==> src/rtl/core_ctrl_pkg.sv <==
// Shared definitions for the RV32I multi-cycle control path: load codes,
// sequencer states, trap causes and the base opcodes decode_logic also uses.
package core_ctrl_pkg;

    localparam logic [2:0] LD_NO      = 3'b000;
    localparam logic [2:0] LD_ALU     = 3'b001;
    localparam logic [2:0] LD_MEM     = 3'b010;
    localparam logic [2:0] LD_IMM     = 3'b011;
    localparam logic [2:0] LD_PC      = 3'b100;
    localparam logic [2:0] LD_PC_PIMM = 3'b101;

    localparam logic [1:0] CAUSE_NONE    = 2'b00;
    localparam logic [1:0] CAUSE_ILLEGAL = 2'b01;
    localparam logic [1:0] CAUSE_TIMEOUT = 2'b10;

    localparam logic [6:0] OPC_LUI    = 7'b0110111;
    localparam logic [6:0] OPC_AUIPC  = 7'b0010111;
    localparam logic [6:0] OPC_JAL    = 7'b1101111;
    localparam logic [6:0] OPC_JALR   = 7'b1100111;
    localparam logic [6:0] OPC_BRANCH = 7'b1100011;
    localparam logic [6:0] OPC_LOAD   = 7'b0000011;
    localparam logic [6:0] OPC_STORE  = 7'b0100011;
    localparam logic [6:0] OPC_OP_IMM = 7'b0010011;
    localparam logic [6:0] OPC_OP     = 7'b0110011;

    typedef enum logic [2:0] {
        S_IDLE,
        S_FETCH,
        S_DECODE,
        S_EXEC,
        S_MEM,
        S_WB,
        S_TRAP
    } state_t;

    // Nothing to load, nothing to store and no jump: the decoder did not recognise the word.
    function automatic logic is_illegal(input logic [2:0] ld_code,
                                        input logic       mem_wr,
                                        input logic       jmp);
        return (ld_code == LD_NO) && !mem_wr && !jmp;
    endfunction

    function automatic logic needs_mem(input logic [2:0] ld_code,
                                       input logic       mem_wr);
        return (ld_code == LD_MEM) || mem_wr;
    endfunction

endpackage

==> src/rtl/mem_wait_timer.sv <==
// Counts consecutive no-ack cycles of a pending memory request and flags the
// cycle that reaches LIMIT. Only built when MEM_TIMEOUT_EN is defined.
`ifdef MEM_TIMEOUT_EN
module mem_wait_timer #(
    parameter int unsigned LIMIT = 16
) (
    input  logic clk,
    input  logic rst_n,
    input  logic waiting,
    input  logic ack,
    output logic expired
);

    localparam int unsigned W = $clog2(LIMIT + 1);

    logic [W-1:0] count;

    // Any cycle that is not a stalled wait restarts the count, so each new
    // FETCH/MEM entry begins from zero.
    always_ff @(posedge clk or negedge rst_n) begin
        if (!rst_n) begin
            count <= '0;
        end else if (waiting && !ack) begin
            count <= count + W'(1);
        end else begin
            count <= '0;
        end
    end

    assign expired = waiting && !ack && (count == W'(LIMIT - 1));

endmodule
`endif

==> src/rtl/instr_cycle_ctrl.sv <==
// Multi-cycle FETCH/DECODE/EXEC/MEM/WB sequencer for the RV32I core.
// Define MEM_TIMEOUT_EN to trap after TIMEOUT_CYCLES unacknowledged wait cycles.
module instr_cycle_ctrl
    import core_ctrl_pkg::*;
#(
    parameter int unsigned TIMEOUT_CYCLES = 16,
    parameter int unsigned CNT_W          = 32
) (
    input  logic             clk,
    input  logic             rst_n,
    input  logic             run,
    output logic             imem_req,
    input  logic             imem_ack,
    input  logic [31:0]      imem_rdata,
    output logic [31:0]      ir,
    input  logic [2:0]       dec_ld_code,
    input  logic             dec_en_jmp,
    input  logic             dec_en_uncond_jmp,
    input  logic             dec_en_rel_reg_jmp,
    input  logic             dec_en_mem_wr,
    input  logic             branch_taken,
    output logic             dmem_req,
    output logic             dmem_we,
    input  logic             dmem_ack,
    output logic             rf_we,
    output logic             pc_en,
    output logic             pc_sel,
    output logic             retire,
    output logic [CNT_W-1:0] instret,
    output logic             trap,
    output logic [1:0]       trap_cause
);

    if (TIMEOUT_CYCLES < 1) begin : g_bad_timeout
        $error("TIMEOUT_CYCLES must be at least 1");
    end

    state_t state;
    logic   take;
    logic   wb_pc_en;
    logic   wb_retire;
    logic   store_done;
    logic   timeout;

`ifdef MEM_TIMEOUT_EN
    logic waiting;
    logic wait_ack;

    assign waiting  = (state == S_FETCH) || (state == S_MEM);
    assign wait_ack = (state == S_FETCH) ? imem_ack : dmem_ack;

    mem_wait_timer #(
        .LIMIT (TIMEOUT_CYCLES)
    ) u_wait_timer (
        .clk     (clk),
        .rst_n   (rst_n),
        .waiting (waiting),
        .ack     (wait_ack),
        .expired (timeout)
    );
`else
    assign timeout = 1'b0;
`endif

    // A store retires in its ack cycle rather than passing through WB.
    assign store_done = (state == S_MEM) && dmem_we && dmem_ack;
    assign pc_en      = wb_pc_en | store_done;
    assign retire     = wb_retire | store_done;

    always_ff @(posedge clk or negedge rst_n) begin
        if (!rst_n) begin
            state      <= S_IDLE;
            ir         <= '0;
            take       <= 1'b0;
            imem_req   <= 1'b0;
            dmem_req   <= 1'b0;
            dmem_we    <= 1'b0;
            rf_we      <= 1'b0;
            wb_pc_en   <= 1'b0;
            wb_retire  <= 1'b0;
            pc_sel     <= 1'b0;
            trap       <= 1'b0;
            trap_cause <= CAUSE_NONE;
        end else begin
            rf_we     <= 1'b0;
            wb_pc_en  <= 1'b0;
            wb_retire <= 1'b0;
            pc_sel    <= 1'b0;
            case (state)
                S_IDLE: begin
                    if (run) begin
                        state    <= S_FETCH;
                        imem_req <= 1'b1;
                    end
                end
                S_FETCH: begin
                    if (imem_ack) begin
                        ir       <= imem_rdata;
                        imem_req <= 1'b0;
                        state    <= S_DECODE;
                    end else if (timeout) begin
                        imem_req   <= 1'b0;
                        trap       <= 1'b1;
                        trap_cause <= CAUSE_TIMEOUT;
                        state      <= S_TRAP;
                    end
                end
                S_DECODE: begin
                    if (is_illegal(dec_ld_code, dec_en_mem_wr, dec_en_jmp)) begin
                        trap       <= 1'b1;
                        trap_cause <= CAUSE_ILLEGAL;
                        state      <= S_TRAP;
                    end else begin
                        state <= S_EXEC;
                    end
                end
                S_EXEC: begin
                    take <= branch_taken;
                    if (needs_mem(dec_ld_code, dec_en_mem_wr)) begin
                        dmem_req <= 1'b1;
                        dmem_we  <= dec_en_mem_wr;
                        state    <= S_MEM;
                    end else begin
                        rf_we     <= (dec_ld_code != LD_NO);
                        wb_pc_en  <= 1'b1;
                        wb_retire <= 1'b1;
                        pc_sel    <= dec_en_uncond_jmp | dec_en_rel_reg_jmp |
                                     (dec_en_jmp & branch_taken);
                        state     <= S_WB;
                    end
                end
                S_MEM: begin
                    if (dmem_ack) begin
                        dmem_req <= 1'b0;
                        dmem_we  <= 1'b0;
                        if (dmem_we) begin
                            imem_req <= run;
                            state    <= run ? S_FETCH : S_IDLE;
                        end else begin
                            rf_we     <= (dec_ld_code != LD_NO);
                            wb_pc_en  <= 1'b1;
                            wb_retire <= 1'b1;
                            pc_sel    <= dec_en_uncond_jmp | dec_en_rel_reg_jmp |
                                         (dec_en_jmp & take);
                            state     <= S_WB;
                        end
                    end else if (timeout) begin
                        dmem_req   <= 1'b0;
                        dmem_we    <= 1'b0;
                        trap       <= 1'b1;
                        trap_cause <= CAUSE_TIMEOUT;
                        state      <= S_TRAP;
                    end
                end
                S_WB: begin
                    imem_req <= run;
                    state    <= run ? S_FETCH : S_IDLE;
                end
                S_TRAP: begin
                    state <= S_TRAP;
                end
                default: begin
                    state <= S_IDLE;
                end
            endcase
        end
    end

    always_ff @(posedge clk or negedge rst_n) begin
        if (!rst_n) begin
            instret <= '0;
        end else if (retire) begin
            instret <= instret + CNT_W'(1);
        end
    end

endmodule

==> config.mk <==
export PLATFORM = sky130hd
export DESIGN_NAME = instr_cycle_ctrl
export DESIGN_NICKNAME = d
export VERILOG_FILES = /design/src/rtl/core_ctrl_pkg.sv /design/src/rtl/mem_wait_timer.sv /design/src/rtl/instr_cycle_ctrl.sv
export SDC_FILE = /design/constraint.sdc
export NUM_CORES = 1
export LEC_CHECK = 0
export BUFFER_PORTS_ARGS = -buffer_cell sky130_fd_sc_hd__buf_2
export CORE_MARGIN = 4
export CORE_UTILIZATION = 50
export CTS_BUF_LIST = sky130_fd_sc_hd__clkbuf_4
export CTS_CLUSTER_SIZE = 16
export DETAILED_ROUTE_END_ITERATION = 7
export PLACE_DENSITY_LB_ADDON = 0.05
export SYNTH_ARGS = -nofsm -noshare
export SYNTH_HDL_FRONTEND = slang
export SYNTH_SLANG_ARGS = --single-unit
==> constraint.sdc <==
create_clock -name clk -period 1.7 [get_ports clk]
set_input_delay 0 -clock clk [delete_from_list [all_inputs] [get_ports clk]]
set_output_delay 0 -clock clk [all_outputs]
set_load 0.02 [all_outputs]
* After elaboration in Yosys (flattened, before gate mapping)
Cells that the tools add are included.
Widths: inputs -> output; s select.
** Cells by class
- Multiplexer cells :: 30
- Equal/unequal tests :: 12
- Add/subtract/negate cells :: 1
- Reductions and logical operators :: 17
- Bitwise logic cells :: 6
** Operators with widths (number)
- $add 32x1->32 const B :: 1
- $pmux 3 s7 :: 1
- $mux 1 :: 18
- $mux 3 :: 5
- $ne 2x2->1 const B :: 5
- $pmux 1 s2 :: 5
- $eq 3x2->1 const B :: 3
- $eq 3x3->1 const B :: 3
- $logic_not 3->1 :: 2
- $reduce_and 3->1 :: 2
- $reduce_and 5->1 :: 1
- $logic_and 1x1->1 :: 4
- $or 1x1->1 :: 4
- $pmux 1 s4 :: 1
- $reduce_and 2->1 :: 2
- $reduce_bool 4->1 :: 1
- $eq 3x1->1 const B :: 1
- $reduce_bool 3->1 :: 1
- $and 1x1->1 :: 2
- $logic_not 1->1 :: 2
- $reduce_bool 2->1 :: 1
- $logic_or 1x1->1 :: 1
** Word-level totals
- Input port bits :: 45
- Logic and storage cells :: 77
- Register bits after elaboration :: 75
- Output and inout bits :: 74

* Longest topological paths before layout
Gate-level depths: netlist of run 1.
- Word-level depth :: 5
- Depth in mapped cells :: 6

* Least setup slack after synthesis of run 1
OpenSTA, ideal clock, no wires.
- Path kind :: reg-to-reg
- Start point :: register dmem_we
- End point :: register instret[4]
- Required time :: 1.569 ns
- Clock period less this slack :: 1.577 ns
- Stages on the path, launching flop included :: 7
- Data arrival time :: 1.447 ns
- Path slack :: 0.123 ns
- Path through :: dfrtp_1 -> and2b_1 -> a31oi_4 -> inv_1 -> buf_2 -> nand4_1 -> xnor2_1
** On the way
- Cells in the longest elaborated chain, start to end :: 3
** Ends and longest elaborated chain
- from (decl) :: line instr_cycle_ctrl.sv:23 : output logic dmem_we,
- from (signal assigned) :: line instr_cycle_ctrl.sv:121 : dmem_we <= dec_en_mem_wr;
- $logic_and 1x1->1 (2 in a row) :: line instr_cycle_ctrl.sv:66 : assign store_done = (state == S_MEM) && dmem_we && dmem_ack;
- $or 1x1->1 :: line instr_cycle_ctrl.sv:68 : assign retire = wb_retire | store_done;
- via pc_en :: line instr_cycle_ctrl.sv:26 : output logic pc_en,
- to (signal assigned) :: line instr_cycle_ctrl.sv:173 : instret <= instret + CNT_W'(1);
- to (decl) :: line instr_cycle_ctrl.sv:29 : output logic [CNT_W-1:0] instret,
The timed path passes the listed nets, and every way through them passes these cells.
A chain may end at the register's enable or synchronous reset.

* Worst setup path after layout of run 1
- Start point :: register state[1]
- End point :: register ir[22]
** On the way
- Cells in the longest elaborated chain, start to end :: 2
** Ends and longest elaborated chain
- from (decl) :: line instr_cycle_ctrl.sv:38 : state_t state;
- from (signal assigned) :: line instr_cycle_ctrl.sv:138 : state <= run ? S_FETCH : S_IDLE;
- from (signal assigned) :: line instr_cycle_ctrl.sv:157 : state <= run ? S_FETCH : S_IDLE;
- $eq 3x1->1 :: line instr_cycle_ctrl.sv:89 : case (state)
- $reduce_and 2->1 (no line)
- to (signal assigned) :: line instr_cycle_ctrl.sv:98 : ir <= imem_rdata;
- to (decl) :: line instr_cycle_ctrl.sv:15 : output logic [31:0] ir,
No other way between the ends.

==> flow_summary.json, run 1 <==
{
  "slowest_delay_ps": 400,
  "max_freq_ghz": 0.613,
  "finalSetupTns_ps": 0,
  "drv_slew": 0,
  "hp-class": "in2async",
  "placedCellCount": 492,
  "nets": 500,
  "hold_slack_ps": 67.8,
  "synthFlopType": "dfrtp_1",
  "crit_type": "reg2reg",
  "synth_nets": 326,
  "ys_seq_elements": 75,
  "outcome": "finished clean",
  "antenna_found_initial": 0,
  "fp.dieArea_sq_um": 8400,
  "grt_max_degree": 34,
  "crit_path_cell_trace": "buf_4 -> buf_4 -> nor3_4 -> buf_12 -> mux2_2",
  "synthArstFlopShare_pct": 100,
  "post-dp-hpwl_um": 5610,
  "cts.sinks": 75,
  "synthTopCellsByArea": "dfrtp_1 (54%), mux2_2 (9.7%), xor2_1 (5.0%), nor4_2 (3.6%), xnor2_1 (2.8%)",
  "gp_congestion": 0.813,
  "initial_core_util_pct": 51.5,
  "portBuffers": 117,
  "cp.required_ps": 2000,
  "final_cells": 555,
  "crit_path_start_kind": "register",
  "r2r_cells": 5,
  "dr.pass1.iters": 4,
  "leakage_nw": 2.47,
  "io_pins": 119,
  "viasPerCell": 5.07,
  "diodes": 0,
  "irDropWorstVdd_mv": 1.07,
  "crit_path_frequent_cell": "buf_4",
  "cts_tree": "yes",
  "syn2layout_area_growth_pct": 40.0,
  "yosys.area.top_type": "dfrtp_1",
  "critical_path.max_fanout": 33,
  "coreArea_sq_um": 6790,
  "clock_path_buffers": 2,
  "grt_usage_pct": 21.2,
  "layout_worst_path_cycle_share_pct": 96.0,
  "ys_warn_count": 0,
  "powerDensity_nw_per_um2": 1350,
  "drtAntennaViolNets": 0,
  "num_vias": 2814,
  "finalCriticalPeriod_ps": 1630,
  "h-tree-depth": 3,
  "numCtsBuffers": 9,
  "drive_gt1_share_pct": 45.1,
  "grt-ovfl-total": 0,
  "fin_worst_skew_ps": 17.7,
  "die_y_um": 91.7,
  "clock-root-buffer": "clkbuf_4",
  "r2r_slack_ps": 70,
  "arrival_ps": 1930,
  "grt_pass1_wl_um": 14200,
  "syn-cell-area_sq_um": 3500,
  "clk_pin_slew_ps": 140,
  "die_w_um": 91.7,
  "hold_viol": 0,
  "critPathCaptureType": "register",
  "drc": 0,
  "netlist_instances": 280,
  "cp_slowest_cell": "dfrtp_1",
  "grt_pass1_vias": 2941,
  "yosysSeqAreaShare_pct": 53.6,
  "syn_avg_cell_area_sq_um": 12.5,
  "synth-edff-count": 0,
  "synth_top_area_share_pct": 53.6,
  "grt_setup_unrepaired": "yes",
  "insertion_delay_ps": 420,
  "postLayoutCoreUtil_pct": 72.1,
  "yosysMostFrequentCell": "dfrtp_1",
  "rows": 30,
  "synth_common_cells": "dfrtp_1 (75), mux2_2 (30), xor2_1 (20)",
  "synth_cell_types": 49,
  "wl_per_cell_um": 15.1,
  "initialDrtViolationCount": 103,
  "wl_um": 8390,
  "cap_violations": 0,
  "setup_viol": 0
}
==> layer usage <==
layer | global-route usage, % | up-vias | routed length [um]
li1 | - | 1353 | -
met1 | 26.1 | 1373 | 3480
met2 | 36.1 | 74 | 4380
met3 | 4.84 | 14 | 378
met4 | 8.42 | 0 | 155
met5 | 0 | - | 0
==> metrics by stage <==
stage,worst slack [ps],total power [mW],instance area (sq um)
finish,68.2,6.61,4900
global route,-18.2,7.03,4900
CTS,31.5,6.63,4870
detailed placement,87.2,5.39,4270
global placement,133,5.35,4270
floorplan,123,4.41,3500
==> power breakdown <==
group | switching [mW] | internal, mW | total [mW]
Combinational | 1.62 | 1.25 | 2.87
Clock | 0.662 | 0.459 | 1.12
Sequential | 0.308 | 2.31 | 2.62
==> logic make-up after synthesis <==
logic type / share of synthesized area (%)
compound gates: 5.58
xor+xnor: 7.76
fa+ha+maj: 0.357
buf+inv: 3.25
flops: 53.6
mux: 10.6
other cells: 0.107
simple gates: 18.7
==> timing repair <==
item | 4_1_cts | 5_1_grt
setup buffers | 2 | 1
hold buffers | 44 | 0
setup endpoints to repair | 2 | 10
pin swaps | 0 | 1
gates cloned | 0 | 0
gates resized for setup | 1 | 4
endpoints found under the hold margin | 115 | 0
==> final timing paths <==
path                                start           to
min reg2reg                   instret[31]  instret[31]
max                              state[1]       ir[22]
min in group clk           dec_ld_code[2]    wb_retire
max reg2reg                      state[1]       ir[22]
min                                 rst_n        ir[0]
max in group asynchronous           rst_n       ir[22]
==> state kept, by name (all words and copies together) (netlist names) <==
signal,count
take,1
trap_cause,1
imem_req,1
state,3
dmem_we,1
wb_retire,1
instret,32
ir,32
pc_sel,1
rf_we,1
dmem_req,1
==> worst max-delay path: cells and delay by family (launching register included) <==
family | cells | cell delay (ps)
and+or+nand+nor | 1 | 220
buffers and inverters | 3 | 530
muxes | 1 | 360
DFF | 1 | 400
==> layout make-up <==
cell class                      instances  area [sq um]
Fill cell                             493          1890
Sequential cell                        75          1880
Multi-Input combinational cell        184          1540
Timing Repair Buffer                  179          1200
Tap cell                               96           120
Clock inverter                          7          76.3
Clock buffer                            9          67.6
Inverter                                5          22.5
==> cell usage in the layout (no fill, tap or decap), types with 2 or more instances in the layout <==
cell	instances
a311oi_1	2
o21ai_0	4
xnor2_1	11
a21oi_1	10
and3_1	4
dfrtp_1	75
nand2_1	15
mux2_1	3
buf_12	3
clkinvlp_4	2
clkinv_4	2
a21o_1	3
clkbuf_4	9
inv_1	4
nand2b_1	3
inv_6	2
nor2_1	6
and2b_1	2
nand4_4	3
nand3_1	12
nor3_1	6
and2_1	3
buf_2	116
xor2_1	20
or2_2	2
nand4_1	8
buf_4	16
mux2_2	30
nor4_2	10
dlygate4sd3_1	44
and4_1	3
Power figures use the tool's default switching activity.
==> run 2, diff against run 1 <==
==> constraint.sdc (replaced) <==
create_clock -name clk -period 1.7 [get_ports clk]
set_input_delay 0.255 -clock clk [delete_from_list [all_inputs] [get_ports clk]]
set_output_delay 0.255 -clock clk [all_outputs]
set_load 0.02 [all_outputs]
==> run 2 against run 1 <==
Against the previous run: power shrank 4.6%; first-iteration DRC count down 36%; fmax is 1.1% lower; clock power down 22%; critical endpoint is now pc_en; largest cell class unchanged.
==> flow_summary.json, run 2 (synthesized netlist as in run 1, its figures left out) <==
{
  "outcome": "finished clean",
  "nets": 464,
  "r2r_cells": 5,
  "clock-root-buffer": "clkbuf_4",
  "hold_viol": 0,
  "max_freq_ghz": 0.606,
  "diodes": 0,
  "critical_path.max_fanout": 5,
  "top_regs": "instret: 32 flops, ir: 32 flops, state: 3 flops",
  "wl_um": 7580,
  "wl_per_cell_um": 14.6,
  "grt_setup_unrepaired": "yes",
  "cts.sinks": 75,
  "syn2layout_area_growth_pct": 29.8,
  "drc": 0,
  "die_w_um": 91.7,
  "layout_worst_path_cycle_share_pct": 97.1,
  "antenna_found_initial": 0,
  "initial_core_util_pct": 51.5,
  "irDropWorstVdd_mv": 1.01,
  "grt_usage_pct": 18.8,
  "layout.cells.most_common_list": "buf_2 (114), dfrtp_1 (74), mux2_2 (30)",
  "r2r_slack_ps": 80,
  "grt-ovfl-total": 0,
  "numCtsBuffers": 9,
  "leakage_nw": 2.39,
  "cts_tree": "yes",
  "dr.pass1.iters": 4,
  "rows": 30,
  "total_power_mw": 6.30,
  "mostFrequentLayoutCell": "buf_2",
  "fp.dieArea_sq_um": 8400,
  "coreArea_sq_um": 6790,
  "drtAntennaViolNets": 0,
  "crit_path_cell_trace": "and2b_1 -> a31oi_4 -> inv_4 -> buf_6",
  "initialDrtViolationCount": 66,
  "portBuffers": 117,
  "viasPerCell": 5.15,
  "clk_pin_slew_ps": 120,
  "crit_path_start_kind": "register",
  "grt_pass1_wl_um": 12700,
  "powerDensity_nw_per_um2": 1390,
  "setup_viol": 0,
  "finalSetupTns_ps": 0,
  "crit_type": "reg2out",
  "h-tree-depth": 3,
  "arrival_ps": 1390,
  "worstReg2RegEnd": "ir[23]",
  "clock_path_buffers": 2,
  "slowest_delay_ps": 390,
  "post-dp-hpwl_um": 5670,
  "gp_congestion": 0.800,
  "grt_max_degree": 34,
  "cp.required_ps": 1440,
  "finalCriticalPeriod_ps": 1650,
  "io_pins": 119,
  "drive_gt1_share_pct": 50.4,
  "drv_slew": 0,
  "hp-class": "in2reg",
  "cp_slowest_cell": "dfrtp_1",
  "cp-endpoint": "pc_en",
  "critPathCaptureType": "primary output",
  "num_vias": 2673,
  "hold_slack_ps": 65.0,
  "fin_worst_skew_ps": 17.9,
  "grt_pass1_vias": 2686,
  "rr_startpoint": "state[2]",
  "die_y_um": 91.7,
  "cap_violations": 0,
  "cp-startpoint": "dmem_we",
  "insertion_delay_ps": 410
}
## run 2: cell count changes in the layout (fill, tap and decap cells not counted), sizes merged
cell / delta
clkinv: +2
inv: -1
dlygate4sd3: -43
bufinv: -1
buf: +7
## run 2: report_power, final
| group | switching (mW) | total [mW] | internal [mW] |
|---|---|---|---|
| clock network | 0.600 | 0.878 | 0.279 |
| registers | 0.282 | 2.60 | 2.31 |
| logic | 1.61 | 2.83 | 1.22 |
| total | 2.49 | 6.30 | 3.81 |
## run 2: layout make-up
cell class	instances	area, sq um
timing repair buffer	143	827
tap	96	120
sequential	75	1880
fill	549	2250
inverter	5	21.3
clock inverter	7	35.0
clock buffer	9	67.6
multi-input combinational	184	1590
## run 2: worst max-delay path: cells and delay by family (launching register included)
kind / cells / cell delay, ps
AOI/OAI and AO/OA: 1 / 220
and+or+nand+nor: 1 / 180
buffers and inverters: 2 / 200
DFF: 1 / 390
## run 2: through the flow
stage	cell area [sq um]	setup slack, ps	instances	util, %
3_5_place_dp	4280	88.6	495	63.0
5_1_grt	4540	-24.3	519	66.9
2_1_floorplan	3500	22.8	280	-
3_3_place_gp	4280	138	495	63.0
4_1_cts	4430	-4.17	516	65.2
6_report	4540	50.0	519	66.9
## run 2: worst min-delay path by stage
stage	from	endpoint	slack, ps	depth (start not counted)
final	imem_rdata[24]	ir[24]	70	2
after global routing	imem_rdata[19]	ir[19]	30	2
after CTS	imem_rdata[24]	ir[24]	40	2
after detailed placement	rst_n	ir[4]	190	1
after global placement	rst_n	ir[4]	190	1
after floorplan	rst_n	dmem_req	-40	0
## run 2: routing by layer
layer / routed length [um] / GRT usage (%)
met5: 0 / 0
met4: 116 / 7.29
met3: 438 / 4.35
met2: 3780 / 31.0
met1: 3240 / 24.1
## run 2: what timing repair did
item                                    in CTS  in global routing
endpoints found under the setup margin       2                 15
hold endpoints to repair                    23                  0
resized for setup                            5                 14
pin swaps                                    1                  3
hold buffers                                 1                  0
buffers inserted                             4                  3
